## src/rtl/ball_split_controller.sv

```systemverilog
// ball_split_controller
//
// Tracks the ball tree of one level: the huge ball (0) splits into two big balls
// (1, 2), and each big ball splits into two medium balls (3..6). Ball i has
// children 2i+1 and 2i+2; medium balls have none. Collision flags from the
// detector are gathered into sticky registers during a frame and acted on once,
// at the startOfFrame pulse seen in IDLE. That frame's rope hit kills one ball
// and may spawn its children. That frame's player hit costs a life unless the
// player is still invulnerable.
//
// Ports
//   clk, resetN          clock, asynchronous active-low reset
//   levelStart           pulse: restart the level with only ball 0 alive
//   startOfFrame         pulse: once per video frame
//   col_rope[6:0]        rope/ball i collision, level-type
//   col_player[6:0]      player/ball i collision, level-type
//   ballAlive[6:0]       bit i high while ball i is in play
//   spawnValid           pulse: child spawnIdx of spawnParent became alive
//   spawnIdx, spawnParent
//   ropeHit              pulse: a rope hit was accepted
//   scoreAdd, scoreValue pulse plus points for the destroyed ball
//   playerHit            pulse: player lost a life
//   invulnerable         high while the invulnerability counter is nonzero
//   levelCleared         pulse: the last ball was destroyed
//   fsmState             current controller state, for observation only
//
// Every output is registered, so an event committed at cycle T appears at T+1.
module ball_split_controller #(
    parameter int          INVULN_FRAMES = 60,
    parameter logic [7:0]  SCORE_HUGE    = 8'd10,
    parameter logic [7:0]  SCORE_BIG     = 8'd20,
    parameter logic [7:0]  SCORE_MEDIUM  = 8'd40
) (
    input  logic       clk,
    input  logic       resetN,
    input  logic       levelStart,
    input  logic       startOfFrame,
    input  logic [6:0] col_rope,
    input  logic [6:0] col_player,
    output logic [6:0] ballAlive,
    output logic       spawnValid,
    output logic [2:0] spawnIdx,
    output logic [2:0] spawnParent,
    output logic       ropeHit,
    output logic       scoreAdd,
    output logic [7:0] scoreValue,
    output logic       playerHit,
    output logic       invulnerable,
    output logic       levelCleared,
    output logic [2:0] fsmState
);

    localparam int CW = $clog2(INVULN_FRAMES + 1);

    // CLEARED lasts one cycle to raise levelCleared, then DONE holds until levelStart.
    typedef enum logic [2:0] {
        IDLE    = 3'd0,
        SPLIT_L = 3'd1,
        SPLIT_R = 3'd2,
        CLEARED = 3'd3,
        DONE    = 3'd4
    } state_t;

    state_t        state, stateNext;
    logic [6:0]    ropeSticky, ropeStickyNext;
    logic [6:0]    plyrSticky, plyrStickyNext;
    logic [CW-1:0] invCnt, invCntNext;
    logic [1:0]    hitIdx, hitIdxNext;   // only balls 0..2 split, so two bits suffice

    logic [6:0] aliveNext;
    logic       spawnValidNext, ropeHitNext, scoreAddNext, playerHitNext, levelClearedNext;
    logic [2:0] spawnIdxNext, spawnParentNext;
    logic [7:0] scoreValueNext;

    logic [6:0] ropeSnap, plyrSnap, aliveAfterHit;
    logic [2:0] winIdx, childL, childR;

    assign fsmState     = state;
    assign invulnerable = (invCnt != '0);

    always_comb begin
        // Snapshot that a commit would use this cycle; flags on dead balls never count.
        ropeSnap = ropeSticky | (col_rope & ballAlive);
        plyrSnap = plyrSticky | (col_player & ballAlive);

        // Lowest index wins the rope arbitration.
        winIdx = 3'd0;
        for (int i = 6; i >= 0; i--) begin
            if (ropeSnap[i]) winIdx = 3'(i);
        end
        aliveAfterHit = ballAlive & ~(7'b0000001 << winIdx);
        childL = {hitIdx, 1'b0} + 3'd1;
        childR = {hitIdx, 1'b0} + 3'd2;

        stateNext        = state;
        aliveNext        = ballAlive;
        ropeStickyNext   = ropeSnap;
        plyrStickyNext   = plyrSnap;
        invCntNext       = invCnt;
        hitIdxNext       = hitIdx;
        spawnValidNext   = 1'b0;
        ropeHitNext      = 1'b0;
        scoreAddNext     = 1'b0;
        playerHitNext    = 1'b0;
        levelClearedNext = 1'b0;
        spawnIdxNext     = spawnIdx;
        spawnParentNext  = spawnParent;
        scoreValueNext   = scoreValue;

        // The counter ticks on every frame, whatever the state; a fresh hit below overrides it.
        if (startOfFrame && invCnt != '0) invCntNext = invCnt - CW'(1);

        unique case (state)
            IDLE: begin
                if (startOfFrame) begin
                    ropeStickyNext = '0;
                    plyrStickyNext = '0;
                    if (ropeSnap != '0) begin
                        ropeHitNext  = 1'b1;
                        scoreAddNext = 1'b1;
                        if (winIdx == 3'd0)      scoreValueNext = SCORE_HUGE;
                        else if (winIdx < 3'd3)  scoreValueNext = SCORE_BIG;
                        else                     scoreValueNext = SCORE_MEDIUM;
                        aliveNext = aliveAfterHit;
                        if (winIdx < 3'd3) begin
                            hitIdxNext = winIdx[1:0];
                            stateNext  = SPLIT_L;
                        end else if (aliveAfterHit == '0) begin
                            stateNext = CLEARED;
                        end
                    end
                    // Judged against the alive mask from before the rope hit.
                    if (plyrSnap != '0 && invCnt == '0) begin
                        playerHitNext = 1'b1;
                        invCntNext    = CW'(INVULN_FRAMES);
                    end
                end
            end
            SPLIT_L: begin
                spawnValidNext    = 1'b1;
                spawnIdxNext      = childL;
                spawnParentNext   = {1'b0, hitIdx};
                aliveNext[childL] = 1'b1;
                stateNext         = SPLIT_R;
            end
            SPLIT_R: begin
                spawnValidNext    = 1'b1;
                spawnIdxNext      = childR;
                spawnParentNext   = {1'b0, hitIdx};
                aliveNext[childR] = 1'b1;
                stateNext         = IDLE;
            end
            CLEARED: begin
                levelClearedNext = 1'b1;
                stateNext        = DONE;
            end
            DONE: begin
                stateNext = DONE;
            end
            default: stateNext = IDLE;
        endcase

        // A level restart overrides everything that happened above.
        if (levelStart) begin
            stateNext        = IDLE;
            aliveNext        = 7'b0000001;
            ropeStickyNext   = '0;
            plyrStickyNext   = '0;
            invCntNext       = '0;
            spawnValidNext   = 1'b0;
            ropeHitNext      = 1'b0;
            scoreAddNext     = 1'b0;
            playerHitNext    = 1'b0;
            levelClearedNext = 1'b0;
        end
    end

    always_ff @(posedge clk or negedge resetN) begin
        if (!resetN) begin
            state        <= IDLE;
            ballAlive    <= '0;
            ropeSticky   <= '0;
            plyrSticky   <= '0;
            invCnt       <= '0;
            hitIdx       <= '0;
            spawnValid   <= 1'b0;
            spawnIdx     <= '0;
            spawnParent  <= '0;
            ropeHit      <= 1'b0;
            scoreAdd     <= 1'b0;
            scoreValue   <= '0;
            playerHit    <= 1'b0;
            levelCleared <= 1'b0;
        end else begin
            state        <= stateNext;
            ballAlive    <= aliveNext;
            ropeSticky   <= ropeStickyNext;
            plyrSticky   <= plyrStickyNext;
            invCnt       <= invCntNext;
            hitIdx       <= hitIdxNext;
            spawnValid   <= spawnValidNext;
            spawnIdx     <= spawnIdxNext;
            spawnParent  <= spawnParentNext;
            ropeHit      <= ropeHitNext;
            scoreAdd     <= scoreAddNext;
            scoreValue   <= scoreValueNext;
            playerHit    <= playerHitNext;
            levelCleared <= levelClearedNext;
        end
    end

endmodule
```

## config.mk

```make
export PLATFORM = sky130hd
export DESIGN_NAME = ball_split_controller
export DESIGN_NICKNAME = d
export VERILOG_FILES = /design/src/rtl/ball_split_controller.sv
export SDC_FILE = /design/constraint.sdc
export NUM_CORES = 1
export LEC_CHECK = 0
export CAP_MARGIN = 10
export CORE_ASPECT_RATIO = 0.8
export CORE_MARGIN = 10
export CORE_UTILIZATION = 25
export DETAILED_ROUTE_END_ITERATION = 10
export DONT_BUFFER_PORTS = 1
export PLACE_DENSITY = 0.36
export SYNTH_ARGS = -nofsm -noshare
export SYNTH_HDL_FRONTEND = slang
export SYNTH_SLANG_ARGS = --single-unit
```

## constraint.sdc

```tcl
create_clock -name clk -period 1.98 [get_ports clk]
set_input_delay 0.198 -clock clk [delete_from_list [all_inputs] [get_ports clk]]
set_output_delay 0.198 -clock clk [all_outputs]
set_load 0.005 [all_outputs]
```

### Word level (Yosys, flattened, before mapping)

Cells that the tools add are included.

| storage, ports and cells | value |
|---|---|
| register bits | 49 |
| bits in latches | 0 |
| RAM bits | 0 |
| memory bits (read-only) | 0 |
| bits of input ports | 18 |
| output and inout bits | 30 |
| memories | 0 |

| cells by class | value |
|---|---|
| $add $sub $neg | 3 |
| $mul | 0 |
| div/mod/pow operators | 0 |
| $lt $le $gt $ge | 5 |
| equality and inequality tests | 7 |
| shifts and indexed selects | 1 |
| mux-type cells | 47 |
| bitwise logic cells | 8 |
| reduce and logical (&&, ||, !) cells | 19 |

Operators by type and width:

| operator | number |
|---|---|
| $mux W7 | 9 |
| $mux W6 | 7 |
| $mux W3 | 12 |
| $or A7 B7 Y7 | 4 |
| $and A7 B7 Y7 | 3 |
| $pmux W7 S3 | 1 |
| $mux W1 | 14 |
| $reduce_bool A7 Y1 | 2 |
| $pmux W3 S3 | 1 |
| $reduce_and A3 Y1 | 3 |
| $lt A3 B4 Y1 const B | 2 |
| $logic_not A7 Y1 | 1 |
| $not A7 Y7 | 1 |
| $shl A1 B3 Y7 const A | 1 |
| $demux W1 S3 | 2 |
| $eq A3 B2 Y1 const B | 2 |
| $ge A3 B1 Y1 const B | 2 |
| $logic_not A3 Y1 | 2 |
| $logic_not A6 Y1 | 1 |
| $ne A3 B3 Y1 const B | 2 |
| $pmux W3 S2 | 1 |
| $reduce_bool A6 Y1 | 1 |
| $sub A6 B1 Y6 const B | 1 |
| $logic_and A1 B1 Y1 | 4 |
| 10 further kinds | 11 |

### Longest topological paths before layout

| depth | value |
|---|---|
| depth in word-level cells | 19 |
| depth in mapped cells | 8 |

### Worst setup path after synthesis

OpenSTA, ideal clock, no wires.

| path | value |
|---|---|
| path kind | register to register |
| start point | register ballAlive[0] |
| end point | register ballAlive[5] |
| data arrival time | 1.701 ns |
| data required time | 1.858 ns |
| slack | 0.158 ns |
| stages on the path, launching flop included | 7 |
| path buffers | 0 |
| period minus slack after synthesis | 1.822 ns |
| cell sequence | dfrtp_1 -> a21oi_2 -> nand4_2 -> nor4_2 -> nor4_2 -> a21o_1 -> a32o_1 |

| on the way | value |
|---|---|
| longest elaborated chain between the ends | 10 |

Ends and longest elaborated chain:

| element | RTL line | source |
|---|---|---|
| start, declared | 40 | `output logic [6:0] ballAlive,` |
| start signal, assigned | 196 | `ballAlive <= aliveNext;` |
| $and A7 B7 Y7 (*) | 83 | `ropeSnap = ropeSticky \| (col_rope & ballAlive);` |
| $or A7 B7 Y7 (*) | 83 |  |
| $mux W3 | 89 | `if (ropeSnap[i]) winIdx = 3'(i);` |
| $shl A1 B3 Y7 | 91 | `aliveAfterHit = ballAlive & ~(7'b0000001 << winIdx);` |
| $not A7 Y7 | 91 |  |
| $and A7 B7 Y7 | 91 |  |
| $mux W7 | 118 | `if (ropeSnap != '0) begin` |
| $mux W7 | 115 | `if (startOfFrame) begin` |
| $pmux W7 S3 | 113 | `unique case (state)` |
| $mux W7 | 164 | `if (levelStart) begin` |

Every way passes the cells marked *; elsewhere a longest branch is shown, timed or not. The select of a mux whose other input is x is not followed.
A chain may end at the register's enable or synchronous reset.

### Worst setup path after layout

| path | value |
|---|---|
| start point | register ballAlive[6] |
| end point | register state[0], in the netlist fsmState[0] |

| on the way | value |
|---|---|
| longest elaborated chain between the ends | 15 |

Ends and longest elaborated chain:

| element | RTL line | source |
|---|---|---|
| $and A7 B7 Y7 | 83 |  |
| $or A7 B7 Y7 | 83 |  |
| $mux W3 (7 in a row) | 89 |  |
| $lt A3 B2 Y1 or $shl A1 B3 Y7 (tied branches) | 125, 91 |  |
| $mux W3 or $not A7 Y7 (tied branches) | 125, 91 |  |
| $mux W3 or $and A7 B7 Y7 (tied branches) | 118, 91 |  |
| $mux W3 or $logic_not A7 Y1 (tied branches) | 115, 128 |  |
| $pmux W3 S3 or $ne A4 B4 Y1 (tied branches) | n/a |  |
| $mux W3 or $reduce_and A3 Y1 (tied branches) | n/a |  |
| end signal, assigned | 195 | `state <= stateNext;` |
| end, declared | 64 | `state_t state, stateNext;` |

Parallel ways exist; a longest one is shown, timed or not. The select of a mux whose other input is x is not followed.

==> key figures <==
Status
  – Outcome: finished clean

STA
  – Clock Skews: 0.003043 ns
  – Hold Fails Final Rpt: 0
  – Max Slew Vio Count: 0
  – Finish-stage setup viols: 0
  – Final period util: 95.04%
  – Hold_ws: 0.04196 ns
  – Max Clock Freq: 531.4 MHz
  – Final worst slack: 0.09817 ns
  – Slew @ Worst Pin: 0.8383 ns
  – Min Tclk post-route: 1.882 ns
  – Slew margin rel.: 43.32%
  – RSZ-0062 raised after global routing: true

Critical path
  – Startpoint Class: flop
  – Reg2Reg Capture Point: fsmState[0]
  – CP peak stage delay: 0.41 ns
  – Worst path required time: 2.18 ns
  – Crit Path Class: reg -> reg
  – Critical Path AT: 2.09 ns
  – Critical Path Start: ballAlive[6]
  – Crit path max-delay cell type: a2111o_1
  – Reg-to-Reg Start: ballAlive[6]
  – CP Max Fanout: 4
  – Critical Path Stages: 6
  – CP Buf/Inv Count: 0
  – CP Cell Sequence: a21oi_2 -> nand3_2 -> or2_1 -> and3_1 -> a2111o_1 -> a21boi_1
  – Crit. End Element: flop
  – R2R Setup Slk: 0.1 ns
  – Worst Reg-to-Reg Cells: 6
  – CP top delay family: compound AO/OA/AOI/OAI gates

Drt
  – Via count: 1,755
  – TritonRoute pass-1 iters: 4
  – Initial DRC count: 105
  – Routed vias/inst: 4.730
  – Final ANT Viol Nets: 0
  – DRC: 0
  – Drt total wl: 6641 um
  – Drt wl/cell: 17.90 um

Synth
  – Post-Syn Area per Cell: 9.861 um^2
  – Async SR Flop Fraction: 100.0%
  – Synthesized area: 2248 um^2
  – Post-synthesis register bit count: 45
  – Main synth FF type: dfrtp_1
  – Sequential share of the synthesized area: 50.08%
  – Synthesized instance count: 228
  – Yosys cell types: 48
  – Number of synthesized flops with an enable pin: 0
  – Ys Warns: 0

Power and ir drop
  – Clock Power Share: 26.5%
  – Leakage: 0.001289 uW
  – Int Pwr: 2135 uW
  – P_sw: 1178 uW
  – Combinational share of power: 34.8%
  – Worst VDD drop: 0.4908 mV
  – Pwr/cell area: 1202 nW/um^2
  – Sequential Power Share: 38.7%
  – Switching Share: 35.56%

Layout
  – Area delta synth->final: 22.59%
  – Area occupied by multi-input gates: 1041 um^2
  – Layout cells sized above 1: 20.85%
  – N_diodes: 0
  – Fill count: 912
  – FF/Latch Area: 1126 um^2
  – Final Net Count: 283

CTS
  – Clock transition at path regs: 0.06 ns
  – Max clock buf depth: 2
  – Clock Latency Late Sink: 0.28 ns
  – CTS root buf: clkbuf_16
  – TritonCTS buffer count: 5
  – CTS tree: done
  – Clock sinks: 45
  – CTS H-tree depth: 2

Hold path
  – Hold Crit Start: levelStart
  – Worst Hold Depth: 1
  – Hold worst-path end: spawnValid
  – Worst hold-check path type: in -> reg

Place
  – Global placement routability congestion: 0.8204
  – Dpl hpwl: 5086 um
  – Place WS: 0.06424 ns
  – # port buffers: 0

Floorplanning
  – Row count: 30
  – CORE AREA: 8633 um^2
  – Die area: 13,210 um^2
  – I/O pins: 48
  – Die W: 126.0 um
  – Die Ht: 104.8 um
  – Initial core utilization: 26.04%

GRT
  – First-pass GRT wire length: 10,610 um
  – GRT Util Overall: 9.997%
  – Grt ovf: 0
  – Vias in the first global route: 1,757
  – Initial antenna violation count: 0
  – Largest net degree at the start of global routing: 46

Job
  – # Max-Cap Violations: 0
layout by cell type, fill, tap and decap left out, types with 2 or more instances in the layout:
cell and count:
buf_4 29, a32o_1 3, nor3b_1 2, inv_1 7, a21oi_4 3, nor3_1 8, o21ai_0 6, nand4b_1 2
a2111o_1 2, clkbuf_16 5, o21ai_1 6, clkbuf_8 2, xor2_1 4, xnor2_1 2, conb_1 4, nand2_1 17
nand3_1 9, nor2_1 35, dfrtp_1 45, a21oi_1 24, ha_1 7, nor4_2 2, a21o_1 2, dlygate4sd3_1 2
mux2_2 2, a21oi_2 4
cells by family after synthesis:
kind of cell             after synthesis  synth area share [%]
XOR/XNOR                               7                 3.061
adder cells (fa/ha/maj)                7                 3.895
flip-flops                            45                 50.08
buffers and inverters                 19                 4.285
AND/OR/NAND/NOR                       87                 19.26
other                                  1                0.1668
AO/OA/AOI/OAI                         58                 17.31
multiplexers                           4                 1.948
power by group through the flow:
| stage | clock, uW | sequential [uW] | combinational [uW] |
|---|---|---|---|
| finish | 876 | 1280 | 1150 |
| global route | 959 | 1320 | 1320 |
| CTS | 915 | 1290 | 1170 |
| detailed placement | 0 | 1310 | 1130 |
| global placement | 0 | 1310 | 1140 |
| floorplan | 0 | 1260 | 781 |
worst max path at each step:
stage / slack [ns] / endpoint
4_1_cts: 0.03 / fsmState[0]
3_5_place_dp: 0.06 / fsmState[0]
5_1_grt: -0.009 / ballAlive[0]
2_1_floorplan: 0.16 / ballAlive[5]
3_3_place_gp: 0.11 / scoreValue[4]
6_report: 0.1 / fsmState[0]
metrics by stage:
stage	power [uW]	setup TNS, ns	instances	area [um^2]	util, %
finish	3313	0	371	2756	31.93
global route	3597	-0.01905	371	2756	31.93
CTS	3378	0	370	2745	31.80
detailed placement	2434	0	359	2540	29.42
global placement	2448	0	359	2540	29.42
floorplan	2038	0	231	2260	-
registers in the layout, summed over array words and instances, names as in the netlist:
name	count
fsmState	3
plyrSticky	7
spawnIdx	3
scoreAdd	1
playerHit	1
ballAlive	7
ropeSticky	7
invCnt	6
spawnValid	1
spawnParent	2
scoreValue	4
levelCleared	1
hitIdx	2
repair_timing:
item	in CTS	in global routing
buffers inserted	0	1
hold endpoints to repair	53	0
endpoints found under the setup margin	0	3
gates resized for setup	0	2
hold buffers	3	0
metal layers:
layer | vias to the layer above | wire length [um] | track usage [%]
met1 | 860 | 3404 | 14.53
met2 | 40 | 2717 | 13.45
met5 | - | 0 | 0
li1 | 853 | - | -
met3 | 2 | 482 | 3.636
met4 | 0 | 36 | 2.435
area by class of cell:
class	instances	area share (%)
flip-flops and latches	45	40.85
multi-input cells	167	37.77
repair buffers	32	9.623
clock buffers	7	5.538
well taps	112	5.084
inverters	7	0.9532
clock inverters	1	0.1816
cell usage after synthesis, types with 3 or more instances:
library cell	number	area share [%]
dfrtp_1	45	50
nor2_1	35	5.8
a21oi_1	25	5.6
nand2_1	17	2.8
nand3_1	9	2.0
nor3_1	8	1.8
ha_1	7	3.9
inv_1	7	1.2
o21ai_0	7	1.6
buf_4	6	2.0
o21ai_1	5	1.1
clkbuf_1	4	0.67
xor2_1	4	1.6
a21oi_2	3	1.2
a21oi_4	3	2.2
a32o_1	3	1.3
(Power assumes the default switching activity.)
